===== src/rtl/mode7_vga_scan.sv =====
// Raster scan generator and 3-3-2 VGA pixel sink for the Mode 7 renderer, with per-frame angle.
// Optional sky fill above a horizon row is enabled by defining MODE7_HORIZON_EN.
module mode7_vga_scan #(
   parameter int unsigned H_VISIBLE = 640,
   parameter int unsigned H_FRONT   = 16,
   parameter int unsigned H_SYNC    = 96,
   parameter int unsigned H_BACK    = 48,
   parameter int unsigned V_VISIBLE = 480,
   parameter int unsigned V_FRONT   = 10,
   parameter int unsigned V_SYNC    = 2,
   parameter int unsigned V_BACK    = 33,
   parameter int unsigned PIPE_LAT  = 1,
   parameter int unsigned HORIZON   = 120,
   parameter logic [7:0]  SKY_COLOR = 8'h13
) (
   input  logic        clk,
   input  logic        reset,
   input  logic        pix_ce_i,
   input  logic [7:0]  color_i,
   input  logic [15:0] angle_step_i,
   output logic [15:0] x_o,
   output logic [15:0] y_o,
   output logic [15:0] angle_o,
   output logic [7:0]  rgb_o,
   output logic        hsync_o,
   output logic        vsync_o,
   output logic        frame_start_o
);

`ifdef MODE7_HORIZON_EN
   localparam logic HorizonEn = 1'b1;
`else
   localparam logic HorizonEn = 1'b0;
`endif

   localparam logic [15:0] HVis    = 16'(H_VISIBLE);
   localparam logic [15:0] HTotal  = 16'(H_VISIBLE + H_FRONT + H_SYNC + H_BACK);
   localparam logic [15:0] HsStart = 16'(H_VISIBLE + H_FRONT);
   localparam logic [15:0] HsEnd   = 16'(H_VISIBLE + H_FRONT + H_SYNC - 1);
   localparam logic [15:0] VVis    = 16'(V_VISIBLE);
   localparam logic [15:0] VTotal  = 16'(V_VISIBLE + V_FRONT + V_SYNC + V_BACK);
   localparam logic [15:0] VsStart = 16'(V_VISIBLE + V_FRONT);
   localparam logic [15:0] VsEnd   = 16'(V_VISIBLE + V_FRONT + V_SYNC - 1);
   localparam logic [15:0] Horizon = 16'(HORIZON);
   // Delay-line word {sky, vs_n, hs_n, active}; reset is the inactive pattern.
   localparam logic [3:0]  DlyRst  = 4'b0110;

   logic [15:0] hcnt_q, hcnt_d, vcnt_q, vcnt_d, angle_q, angle_d;
   logic [7:0]  rgb_q, rgb_d;
   logic        hsync_q, vsync_q;
   logic        h_end, v_end;
   logic [16:0] angle_sum;
   logic [3:0]  raw, dly;

   always_comb begin
      hcnt_d    = hcnt_q;
      vcnt_d    = vcnt_q;
      angle_d   = angle_q;
      h_end     = (hcnt_q == HTotal - 16'd1);
      v_end     = (vcnt_q == VTotal - 16'd1);
      angle_sum = {1'b0, angle_q} + {1'b0, angle_step_i};
      if (pix_ce_i) begin
         hcnt_d = h_end ? 16'd0 : hcnt_q + 16'd1;
         if (h_end) begin
            vcnt_d = v_end ? 16'd0 : vcnt_q + 16'd1;
         end
         // Out-of-range steps leave the angle untouched.
         if (h_end && v_end && (angle_step_i <= 16'd359)) begin
            angle_d = (angle_sum >= 17'd360) ? 16'(angle_sum - 17'd360) : 16'(angle_sum);
         end
      end
   end

   always_comb begin
      raw[0] = (hcnt_q < HVis) && (vcnt_q < VVis);
      raw[1] = !((hcnt_q >= HsStart) && (hcnt_q <= HsEnd));
      raw[2] = !((vcnt_q >= VsStart) && (vcnt_q <= VsEnd));
      raw[3] = (vcnt_q < Horizon);
   end

   if (PIPE_LAT == 0) begin : g_nodly
      assign dly = raw;
   end else begin : g_dly
      logic [3:0] pipe_q [PIPE_LAT];
      always_ff @(posedge clk) begin
         if (reset) begin
            for (int i = 0; i < int'(PIPE_LAT); i++) pipe_q[i] <= DlyRst;
         end else if (pix_ce_i) begin
            pipe_q[0] <= raw;
            for (int i = 1; i < int'(PIPE_LAT); i++) pipe_q[i] <= pipe_q[i-1];
         end
      end
      assign dly = pipe_q[PIPE_LAT-1];
   end

   always_comb begin
      rgb_d = 8'd0;
      if (dly[0]) begin
         rgb_d = (HorizonEn && dly[3]) ? SKY_COLOR : color_i;
      end
   end

   always_ff @(posedge clk) begin
      if (reset) begin
         hcnt_q  <= 16'd0;
         vcnt_q  <= 16'd0;
         angle_q <= 16'd0;
         rgb_q   <= 8'd0;
         hsync_q <= 1'b1;
         vsync_q <= 1'b1;
      end else begin
         hcnt_q  <= hcnt_d;
         vcnt_q  <= vcnt_d;
         angle_q <= angle_d;
         if (pix_ce_i) begin
            rgb_q   <= rgb_d;
            hsync_q <= dly[1];
            vsync_q <= dly[2];
         end
      end
   end

   assign x_o           = hcnt_q;
   assign y_o           = vcnt_q;
   assign angle_o       = angle_q;
   assign rgb_o         = rgb_q;
   assign hsync_o       = hsync_q;
   assign vsync_o       = vsync_q;
   assign frame_start_o = pix_ce_i && !reset && (hcnt_q == 16'd0) && (vcnt_q == 16'd0);

endmodule


===== config.mk =====
export PLATFORM = sky130hd
export DESIGN_NAME = mode7_vga_scan
export DESIGN_NICKNAME = d
export VERILOG_FILES = /design/src/rtl/mode7_vga_scan.sv
export SDC_FILE = /design/constraint.sdc
export NUM_CORES = 1
export LEC_CHECK = 0
export BUFFER_PORTS_ARGS = -buffer_cell sky130_fd_sc_hd__buf_2
export CAP_MARGIN = 20
export CELL_PAD_IN_SITES_DETAIL_PLACEMENT = 0
export CELL_PAD_IN_SITES_GLOBAL_PLACEMENT = 1
export CORE_MARGIN = 4
export CORE_UTILIZATION = 40
export DETAILED_ROUTE_END_ITERATION = 10
export HOLD_SLACK_MARGIN = 0.02
export PLACE_DENSITY = 0.84
export SLEW_MARGIN = 0
export SYNTH_ARGS = -nofsm -noshare
export SYNTH_HDL_FRONTEND = slang
export SYNTH_SLANG_ARGS = --single-unit

===== constraint.sdc =====
create_clock -name clk -period 3.8 [get_ports clk]
set_input_delay 0.38 -clock clk [delete_from_list [all_inputs] [get_ports clk]]
set_output_delay 0.38 -clock clk [all_outputs]
set_load 0.01 [all_outputs]

==> impl_metrics.py <==
metrics = {
    "routing": {
        "wl_per_cell_um": 14.92,
        "first_iter_violations": 178,
        "routed_wl_mm": 10.31,
        "viasPerCell": 5.531,
        "ant_nets": 0,
        "drc": 0,
        "vias": 3822,
        "firstDrtPassIters": 4,
    },
    "finish": {
        "drive_gt1_frac": 0.2100,
        "antennaDiodeCount": 0,
        "final_common_cell": "buf_2",
        "fillers": 956,
        "area_delta_synth_final_pct": 17.79,
        "layout_common_cells": "85 x buf_2, 58 x dfxtp_1, 47 x nor2_1, 42 x nand2_1, 30 x a21oi_1",
        "fin_nets": 606,
    },
    "timing": {
        "rsz0062_at_grt": "no",
        "setup_tns_ns": 0,
        "setup_viol": 0,
        "max_slew_margin": 0.5305,
        "fin_crit_sh": 0.8459,
        "timing_hold_violations_final": 0,
        "min_period_ns": 3.214,
        "clock.fmax_ghz": 0.3111,
        "setup_slack_ns": 0.5857,
        "finalMaxSlewViolations": 0,
        "fin_worst_skew_ns": 0.01133,
        "tightest_slew_ns": 0.7000,
    },
    "power": {
        "fin_total_pwr_uw": 1368,
        "p_leak_uw": 0.002006,
        "powerDensity_nw_per_um2": 299.2,
        "ir_drop_mv": 0.1513,
    },
    "logic_synthesis": {
        "seq_area_frac_synth": 0.3223,
        "synth_area_per_cell_um2": 8.038,
        "yosys_warnings": 0,
        "synth_seq_cells": 61,
        "async_flop_share": 0,
        "synth_flop_cell": "dfxtp_1",
        "synth_top_area_share": 0.2991,
        "synth_area_um2": 3882,
        "synth_cell_types": 63,
        "netlist_instances": 483,
        "syn-num-nets": 532,
        "synthTopCellsByArea": "dfxtp_1 30%, ha_1 6.8%, nor2_1 4.5%",
        "synth-edff-count": 3,
        "yosys.area.top_type": "dfxtp_1",
    },
    "floorplanning": {
        "ioPinCount": 86,
        "core_um2": 9328,
        "die_x_um": 106.5,
        "die_h_um": 106.5,
        "core.rowCount": 35,
        "die-area_um2": 11350,
        "start_util": 0.4162,
    },
    "worst_setup_path": {
        "cp-end-kind": "flop",
        "critPathLaunchType": "flop",
        "worstPathMaxFanout": 8,
        "cp_top_family": "simple AND/OR/NAND/NOR gates",
        "required_ns": 4.03,
        "critPathArrivalTime_ns": 3.44,
        "cpPeakStageDelay_ns": 0.42,
        "critical_path_buf_inv_count": 0,
        "reg2reg_depth": 10,
        "crit_cells": 10,
        "crit_chain": "ha_1, fa_1, a21o_1, a221o_1, xnor2_1, nor4_1, nand4_1, nand3_1, nor2_2, o41ai_1",
        "criticalPathCategory": "reg2reg",
        "critPathSlowestCell": "fa_1",
    },
    "clock_tree": {
        "h-tree-depth": 3,
        "cts_hold_repair.buffers": 0,
        "clk_path_buf_depth": 2,
        "cts_root_buf": "clkbuf_8",
        "cts_setup_buffers": 0,
        "cts_made_buffers": 9,
        "cts.sinks": 61,
        "cts-resized-gates": 0,
        "clock_latency_ns": 0.34,
        "path_clk_slew_ns": 0.08,
        "cts_tree": "built",
    },
    "flow_run": {
        "maxCapViolCount": 0,
    },
    "placement": {
        "pre_cts_ws_ns": 0.5002,
        "dpl.hpwl_mm": 7.931,
        "gp_congestion": 0.8460,
        "port_buffers": 85,
    },
    "outcome": {
        "outcome": "finished, final reports clean",
    },
    "grt": {
        "grt_pass1_vias": 3624,
        "antenna_found_initial": 0,
        "track_usage": 0.1849,
        "grt_pass1_wl_mm": 17.39,
        "globalRoute.totalOverflow": 0,
        "grt_max_degree": 30,
    },
    "hold_path": {
        "holdPathStages": 3,
        "hold_path_class": "in2reg",
    },
}
-- sequential cells by signal, summed over array words and instances (netlist names) --
signal and flops:
rgb_o 8, hsync_o 1, angle_o 16, g_dly.pipe_q 3, x_o 16, y_o 16, vsync_o 1
-- power breakdown --
group          total (uW)  internal (uW)  leakage (uW)  switching [uW]
logic                 135           50.5       0.00141            84.5
clock network         579            306      0.000104             273
registers             655            650      0.000496            4.07
total                1370           1010       0.00201             362
-- routing by layer --
layer,global-route usage,part of all wire
met1,0.2475,0.47
met2,0.3014,0.46
met4,0.05297,0.013
met3,0.03825,0.059
met5,0,0
-- metrics by stage --
| stage | cell area, um^2 | std cells | utilization | hold slack (ns) |
|---|---|---|---|---|
| 6_report | 4573 | 691 | 0.4903 | 0.2629 |
| 4_1_cts | 4573 | 691 | 0.4903 | 0.2459 |
| 5_1_grt | 4573 | 691 | 0.4903 | 0.2539 |
| 3_3_place_gp | 4374 | 675 | 0.4689 | 0.4479 |
| 2_1_floorplan | 3882 | 483 | - | 0.4377 |
| 3_5_place_dp | 4374 | 675 | 0.4689 | 0.4499 |
-- worst min-delay path, stage by stage --
cell	delay [ns]
buf_2	0.08
a21oi_1	0.05
nor2_1	0.07
-- layout make-up --
class / count / area [um^2] / share of cell area
Inverter: 17 / 63.81 / 0.01395
Timing Repair Buffer: 87 / 440.4 / 0.09631
Tap cell: 129 / 161.4 / 0.03529
Clock inverter: 7 / 75.07 / 0.01642
Clock buffer: 9 / 123.9 / 0.02709
Multi-Input combinational cell: 381 / 2457 / 0.5373
Sequential cell: 61 / 1251 / 0.2736
-- path summary, 6_finish.rpt --
path	startpoint	endpoint	slack, ns
worst max-delay path	angle_o[0]$_SDFFE_PP0P_	angle_o[12]$_SDFFE_PP0P_	0.59
worst min-delay path	color_i[5]	rgb_o[5]$_SDFFE_PP0P_	0.26
worst max register to register	angle_o[0]$_SDFFE_PP0P_	angle_o[12]$_SDFFE_PP0P_	0.59
worst min register to register	g_dly.pipe_q[0][2]$_SDFFCE_PN1P_	vsync_o$_SDFFE_PP1P_	0.46
-- Yosys cell counts (all sizes together) (13+ instances only) --
cell / number
a21oi: 31
and3: 15
clkbuf: 16
dfxtp: 58
ha: 21
inv: 17
nand2: 43
nand3: 26
nor2: 48
nor3: 16
nor4: 13
o21ai: 25
xnor2: 18
xor2: 19
-- kinds of logic after synthesis --
kind of cell             share of synthesized area
AO/OA/AOI/OAI                               0.1850
XOR/XNOR                                   0.08347
adder cells (fa/ha/maj)                    0.07283
buffers and inverters                      0.04480
flip-flops                                  0.3223
multiplexers                               0.01063
AND/OR/NAND/NOR                             0.2810
(Power assumes the default switching activity.)
